### config.mk
export PLATFORM = sky130hd
export DESIGN_NAME = bit_assembler
export DESIGN_NICKNAME = d
export VERILOG_FILES = /design/src/rtl/bit_assembler.sv
export SDC_FILE = /design/constraint.sdc
export NUM_CORES = 1
export LEC_CHECK = 0
export ABC_AREA = 1
export BUFFER_PORTS_ARGS = -buffer_cell sky130_fd_sc_hd__buf_2
export CORE_ASPECT_RATIO = 0.8
export CORE_MARGIN = 2
export CORE_UTILIZATION = 35
export CTS_CLUSTER_SIZE = 16
export DETAILED_ROUTE_END_ITERATION = 6
export SYNTH_ARGS = -nofsm -noshare
export SYNTH_HDL_FRONTEND = slang
export SYNTH_SLANG_ARGS = --single-unit
### constraint.sdc
create_clock -name clk -period 1.45 [get_ports clk]
set_input_delay 0.145 -clock clk [delete_from_list [all_inputs] [get_ports clk]]
set_output_delay 0.145 -clock clk [all_outputs]
set_load 0.02 [all_outputs]
### src/rtl/bit_assembler.sv
// Serial-to-parallel receiver for an LSB-first bit stream. It also keeps a running ones count.
// The finished word, its ones count and a zero flag are offered downstream with valid/ready.
module bit_assembler #(
  parameter int WIDTH = 4,
  parameter int CW    = 3
) (
  input  logic             clk,
  input  logic             rst,
  input  logic             start,
  input  logic             sin,
  input  logic             sin_valid,
  input  logic             out_ready,
  output logic             busy,
  output logic             done,
  output logic [WIDTH-1:0] word,
  output logic [CW-1:0]    ones,
  output logic             z,
  output logic [1:0]       state_dbg
);

  localparam int IW = $clog2(WIDTH);

  typedef enum logic [1:0] {
    IDLE  = 2'd0,
    SHIFT = 2'd1,
    DONE  = 2'd2
  } state_t;

  state_t           state;
  logic [WIDTH-1:0] sreg;
  logic [IW-1:0]    idx;
  logic [CW-1:0]    cnt;

  // Handshake: done is valid; a result transfers on any edge where done && out_ready.
  always_ff @(posedge clk or negedge rst) begin
    if (!rst) begin
      state <= IDLE;
      sreg  <= '0;
      idx   <= '0;
      cnt   <= '0;
      word  <= '0;
      ones  <= '0;
    end else begin
      case (state)
        IDLE: begin
          if (start) begin
            sreg  <= '0;
            idx   <= '0;
            cnt   <= '0;
            state <= SHIFT;
          end
        end
        SHIFT: begin
          if (start) begin
            sreg <= '0;
            idx  <= '0;
            cnt  <= '0;
          end else if (sin_valid) begin
            sreg <= {sin, sreg[WIDTH-1:1]};
            cnt  <= cnt + CW'(sin);
            idx  <= idx + IW'(1);
            if (idx == IW'(WIDTH - 1)) begin
              word  <= {sin, sreg[WIDTH-1:1]};
              ones  <= cnt + CW'(sin);
              state <= DONE;
            end
          end
        end
        DONE: begin
          if (out_ready) begin
            if (start) begin
              sreg  <= '0;
              idx   <= '0;
              cnt   <= '0;
              state <= SHIFT;
            end else begin
              state <= IDLE;
            end
          end
        end
        default: state <= IDLE;
      endcase
    end
  end

  assign busy      = (state == SHIFT);
  assign done      = (state == DONE);
  assign z         = ~|word;
  assign state_dbg = state;

endmodule

# Yosys cells after proc, flatten, opt, wreduce, memory -nomap -nowiden
# Index checks and enable logic that the tools add are counted.
# Widths: inputs -> output; s select.
[totals]
input_bits = 6
reg_bits = 18
[classes]
eq_ne = 9
muxes = 22
addsub = 2
bitwise_logic = 1
n_reduce_logical = 7
[ops]
columns = ["operator", "n"]
rows = [
  ["$mux 2", 9],
  ["$mux 4", 4],
  ["$mux 3", 4],
  ["$pmux 2 s3", 2],
  ["$pmux 4 s3", 1],
  ["$pmux 3 s3", 1],
  ["$ne 2x2->1 const B", 4],
  ["$reduce_and 5->1", 1],
  ["$eq 2x2->1 const B", 2],
  ["$reduce_and 4->1", 1],
  ["$reduce_or 4->1", 1],
  ["$add 3x1->3", 1],
  ["$ne 3x3->1 const B", 1],
  ["$reduce_and 3->1", 1],
  ["$reduce_bool 3->1", 1],
  ["$add 2x1->2 const B", 1],
  ["$eq 2x1->1 const B", 1],
  ["$logic_not 2->1", 1],
  ["$ne 2x1->1 const B", 1],
  ["$logic_not 1->1", 1],
  ["$mux 1", 1],
  ["$not 1->1", 1],
]

# Logic depth before layout (Yosys ltp)
# Gate-level depths: netlist (run 1).
[depth]
ltp_word = 5
ltp_mapped = 8
depth_no_buf = 8

# Least setup slack after synthesis (run 1)
# Ideal clock, no wire load.
[synth_timing]
kind = "register to output"
start = "register word[1]"
end = "output z"
stages_incl_launch_ff = 2
t_required_ns = 1.305
n_path_buf = 0
setup_slack_ns = 0.106
arrival_time_ns = 1.199
cell_sequence = "dfrtp_1 -> nor4_1"
[synth_via]
elab_chain_len = 2
[synth_rtl]
columns = ["item", "line", "source"]
rows = [
  ["from (decl)", "15", "output logic [WIDTH-1:0] word,"],
  ["from (signal assigned)", "63", "word <= {sin, sreg[WIDTH-1:1]};"],
  ["$reduce_or 4->1", "88", "assign z = ~|word;"],
  ["$logic_not 1->1", "88", ""],
  ["to (decl)", "17", "output logic z,"],
]
# Every way passes these cells.

# Final worst setup path (run 1)
[layout_timing]
start = "register state[0], in the netlist state_dbg[0]"
end = "output busy"
[layout_via]
elab_chain_len = 1
[layout_rtl]
columns = ["item", "line", "source"]
rows = [
  ["from (decl)", "29", "state_t state;"],
  ["from (signal assigned)", "37", "state <= IDLE;"],
  ["from (signal assigned)", "50", "state <= SHIFT;"],
  ["from (signal assigned)", "65", "state <= DONE;"],
  ["$eq 2x1->1", "86", "assign busy = (state == SHIFT);"],
  ["to (decl)", "13", "output logic busy,"],
]
# Every way passes these cells.

==> results.tsv, run 1 <==
metric	value	unit
outcome	completed	
power.share.combinational	43.0	%
power_density	1628	nW/µm²
drtAntennaViolNets	0	
period_minus_slack	1.352	ns
path_cells	inv_2 -> nor2_4 -> buf_2	
clkTransAtPathRegs	0.09	ns
post_drt_wl_per_cell	11.13	µm
vdd_drop_max	0.6870	mV
setup_viol	0	
synth_cell_types	18	
max_freq	739.9	MHz
dr.pass1.iters	4	
antenna_found_initial	0	
cp_max_fo	6	
place_inst	152	
p_int	0.9508	mW
path_buf_inv	2	
syn_nets	117	
final_util	42.91	%
p_seq_share	42.0	%
post_cts_buffers	0	
clock-skew-final	0.001150	ns
finalSetupTns	0	ns
vias_per_cell	4.828	
antenna_cells	0	
die_area	2871	µm²
rows	16	
max_stage_delay	0.46	ns
hpwl	1298	µm
met1_usage	19.69	%
io_buffers	17	
max_slew.worst_pin.slew	0.3838	ns
synth_area_per_cell	7.959	µm²
drc	0	
final-hold-violation-count	0	
synth-seq-cells	17	
gp_congestion	0.7485	
routed_wl	1747	µm
crit_path_start_kind	flop	
grt_pass1_vias	671	
grt_use_met2	19.78	%
finalCritPeriodShare	93.21	%
die_h	48.33	µm
path_class	flop to output pin	
p_sw	0.7134	mW
clkPwrFrac	15.0	%
overflow	0	
yosysSeqAreaShare	49.49	%
maxSlewViolCount	0	
fp.coreArea	2382	µm²
yosysWarnings	0	
vias	758	
min-delay-path-class	primary input to flop	
clock_latency	0.29	ns
cts_tree	built	
cp.arrival	1.21	ns
layout_common_cells	nand2_1, dfrtp_1, buf_2	
final_cells	157	
rsz0062_at_grt	no	
grt_pass1_wl	2946	µm
r2r-start	state_dbg[1]$_DFFE_PN0P_	
cp-end-kind	output pin	
netSwitchingFraction	42.87	%
start_util	36.08	%
power.leakage	0.5858	nW
synth_cells	108	
die_w	59.41	µm
multi_input_area	411.6	µm²
maxCapViolCount	0	
clock_sinks	17	
busiest_layer	met2	
final_common_cell	nand2_1	
critPathRequiredTime	1.31	ns
floorplan.io_pins	18	
path_delay_family	flip-flops	
htree_levels	1	
crit_start	state_dbg[0]$_DFFE_PN0P_	
cpMaxStageDelayCell	dfrtp_1	
seq_area	425.4	µm²
grt_use_met3	4.813	%
clk_path_buf_depth	2	
drt_iter0_markers	32	
syn_area	859.6	µm²
grt_usage	13.59	%
root_buffer	clkbuf_4	
slew_headroom	74.41	%
numCtsBuffers	3	
grt_max_degree	18	
syn_to_final_growth	18.92	%
drive_gt1_share	21.54	%
min-delay-start	start	
fillers	246	
nets	140	
[metal layers]
metal	wire length [µm]	vias up
met3	100	2
met1	839	346
met2	794	21
met5	0	-
met4	13	0
li1	-	389
[through the flow]
stage | instance area (µm²) | power, mW | setup WS, ns | hold slack (ns)
global placement | 978.4 | 1.409 | 0.1683 | 0.08825
CTS | 1015 | 1.676 | 0.1159 | 0.1627
global route | 1022 | 1.805 | 0.02022 | 0.1676
detailed placement | 978.4 | 1.421 | 0.1430 | 0.09214
finish | 1022 | 1.664 | 0.09844 | 0.1630
floorplan | 859.6 | 1.204 | 0.1064 | -0.1506
[synth_stat cells, drive strengths merged]
master   n  area share (%)
clkinv   1            0.44
dfrtp   17              49
ha       3             4.4
inv      7             3.1
nand2   50              23
nand3   11             8.4
nand3b   1            0.87
nor2    12             6.4
nor4     1            0.73
o21ai    5             2.9
[cell families (layout without fill, tap and decap cells)]
group / after synthesis / in the layout / share of synthesized area (%)
AOI/OAI and AO/OA: 5 / 5 / 2.911
and+or+nand+nor: 75 / 75 / 39.74
buffers and inverters: 8 / 30 / 3.492
adders and majority gates: 3 / 3 / 4.367
DFF: 17 / 17 / 49.49
[sequential cells by signal (all words and copies together) (netlist names)]
| signal | count |
|---|---|
| cnt | 3 |
| idx | 2 |
| ones | 3 |
| sreg | 3 |
| state_dbg | 2 |
| word | 4 |
[power by group through the flow]
| stage | logic, mW | clock network, mW | registers [mW] |
|---|---|---|---|
| 2_1_floorplan | 0.425 | 0 | 0.778 |
| 3_3_place_gp | 0.706 | 0 | 0.703 |
| 3_5_place_dp | 0.712 | 0 | 0.709 |
| 4_1_cts | 0.716 | 0.260 | 0.700 |
| 5_1_grt | 0.803 | 0.283 | 0.719 |
| 6_report | 0.716 | 0.250 | 0.699 |
[layout make-up]
| class | instances | share of cell area (%) |
|---|---|---|
| timing repair buffer | 18 | 9.302 |
| multi-input combinational | 83 | 40.27 |
| sequential | 17 | 41.62 |
| clock buffer | 4 | 2.570 |
| tap | 27 | 3.305 |
| inverter | 8 | 2.938 |
[worst min-delay path, stage by stage]
cell and delay [ns]:
buf_2 0.12, o21ai_0 0.08, o21ai_0 0.07
[path summary, 6_finish.rpt]
kind                       slack [ns]                  endpoint  cells past startpoint
hold / removal                   0.16  state_dbg[0]$_DFFE_PN0P_                      3
setup / recovery                  0.1                      busy                      3
min in group asynchronous        0.30       ones[2]$_DFFE_PN0P_                      2
hold reg to reg                  0.47       ones[1]$_DFFE_PN0P_                      2
max in group asynchronous        0.88        cnt[0]$_DFFE_PN0P_                      2
setup reg to reg                 0.20       sreg[3]$_DFFE_PN0P_                      5
[what timing repair did]
item / 4_1_cts / 5_1_grt
hold buffers: 1 / 0
gates resized for setup: 0 / 1
endpoints found under the hold margin: 17 / 0
endpoints found under the setup margin: 0 / 2
No activity file was read; power rests on OpenSTA's default activity.
==> inputs of run 2 (changes only) <==
- CORE_ASPECT_RATIO: 0.8 -> 1.4
==> run 2 against run 1 <==
Via count shrank 0.40%. Worst hold slack better by 0.0041 ns. Worst setup slack better by 0.0029 ns. Global-route usage fell by 0.11 points. Register-to-register slack got worse by 0.05 ns. Non-clock buffer count unchanged. Die area up 0.11%. First-iteration DRC count fell by 44%. Clock skew grew 0.0067 ns.
==> results.tsv, run 2 (synthesized netlist as in run 1, its figures left out) <==
metric	value	unit
outcome	completed	
power.share.combinational	42.7	%
clock-skew-final	0.007888	ns
seq_area	425.4	µm²
gp_congestion	0.7664	
clkTransAtPathRegs	0.10	ns
stdcell_area	1011	µm²
die_area	2874	µm²
htree_levels	1	
post_cts_buffers	0	
drc	0	
path_delay_family	flip-flops	
nets	140	
slew_headroom	75.03	%
antenna_cells	0	
top_register	word	
grt_max_degree	18	
final-hold-violation-count	0	
max_freq	741.5	MHz
die_w	45.89	µm
period_minus_slack	1.349	ns
largest_reg_flops	4	
multi_input_area	404.1	µm²
power.leakage	0.5881	nW
post_cts_resized	0	
setup_viol	0	
grt_pass1_vias	680	
path_buf_inv	2	
p_sw	0.7291	mW
path_class	flop to output pin	
cp-end-kind	output pin	
vias	755	
clock_sinks	17	
drtAntennaViolNets	0	
io_buffers	17	
clk_path_buf_depth	2	
max_slew.worst_pin.slew	0.3745	ns
path_cells	inv_2 -> nor2_4 -> buf_2	
cpMaxStageDelayCell	dfrtp_1	
p_int	0.9438	mW
final_common_cell	nand2_1	
start_util	36.35	%
max_stage_delay	0.46	ns
maxSlewViolCount	0	
vias_per_cell	4.935	
rsz0062_at_grt	no	
drive_gt1_share	22.31	%
fp.coreArea	2365	µm²
p_seq_share	41.8	%
post_drt_wl_per_cell	11.89	µm
clock_latency	0.29	ns
overflow	0	
drt_iter0_markers	18	
floorplan.io_pins	18	
cts_tree	built	
routed_wl	1819	µm
min-delay-path-class	primary input to flop	
power_density	1655	nW/µm²
antenna_found_initial	0	
die_h	62.64	µm
netSwitchingFraction	43.58	%
dr.pass1.iters	4	
syn_to_final_growth	17.61	%
finalSetupTns	0	ns
final_util	42.75	%
layout_common_cells	nand2_1, dfrtp_1, buf_2	
dpl_cell_area	973.4	µm²
root_buffer	clkbuf_4	
fillers	244	
clkPwrFrac	15.4	%
vdd_drop_max	0.5530	mV
cp_max_fo	6	
cp.arrival	1.20	ns
numCtsBuffers	3	
grt_usage	13.48	%
critPathRequiredTime	1.31	ns
finalCritPeriodShare	93.01	%
grt_pass1_wl	2856	µm
hpwl	1319	µm
rows	21	
maxCapViolCount	0	
crit_path_start_kind	flop	
run 2: cell types whose count changed in the layout (fill, tap and decap cells not counted):
cell and delta:
clkbuf_1 -1, clkinv_2 +1, nand3_2 +1, nand3_4 -1
run 2: final cells by class:
| cell class | count | share of cell area (%) |
|---|---|---|
| clock inverters | 1 | 0.4950 |
| well taps | 23 | 2.847 |
| inverters | 8 | 2.970 |
| clock buffers | 3 | 2.228 |
| multi-input cells | 83 | 39.98 |
| flip-flops and latches | 17 | 42.08 |
| repair buffers | 18 | 9.406 |
run 2: timing repair:
action | 4_1_cts | 5_1_grt
setup endpoints to repair | 0 | 0
endpoints found under the hold margin | 17 | 0
hold buffers | 1 | 0
run 2: per-stage QoR:
stage	std cells	total power, mW	worst slack, ns	hold WS [ns]
2_1_floorplan	108	1.204	0.1064	-0.1506
3_3_place_gp	148	1.416	0.1584	0.09432
3_5_place_dp	148	1.430	0.1433	0.09350
4_1_cts	153	1.693	0.1026	0.1598
5_1_grt	153	1.798	0.03153	0.1816
6_report	153	1.673	0.1014	0.1671
run 2: routing by layer:
layer	vias up	wire length (µm)	GRT usage, %	share of wire [%]
met3	4	34	2.023	1.9
met5	-	0	0	0
met4	0	38	7.500	2.1
li1	385	-	-	-
met2	14	918	22.05	50
met1	352	827	15.88	45
run 2: tightest hold or removal path, cell delays in order:
cell and delay, ns:
buf_2 0.12, o21ai_0 0.08, o21ai_0 0.07
run 2: path summary, 6_finish.rpt:
path	start	to	cells after the start	slack, ns
hold / removal	start	state_dbg[0]$_DFFE_PN0P_	3	0.17
min in group asynchronous	rst	cnt[1]$_DFFE_PN0P_	2	0.29
setup reg to reg	idx[0]$_DFFE_PN0P_	ones[2]$_DFFE_PN0P_	6	0.15
max in group asynchronous	rst	state_dbg[0]$_DFFE_PN0P_	2	0.89
setup / recovery	state_dbg[0]$_DFFE_PN0P_	busy	3	0.10
hold reg to reg	ones[1]$_DFFE_PN0P_	ones[1]$_DFFE_PN0P_	2	0.47
run 2: power groups by stage:
| stage | sequential, mW | combinational (mW) | clock (mW) |
|---|---|---|---|
| after floorplan | 0.778 | 0.425 | 0 |
| after global placement | 0.706 | 0.710 | 0 |
| final | 0.700 | 0.715 | 0.258 |
| after detailed placement | 0.709 | 0.721 | 0 |
| after global routing | 0.714 | 0.791 | 0.293 |
| after CTS | 0.699 | 0.725 | 0.269 |
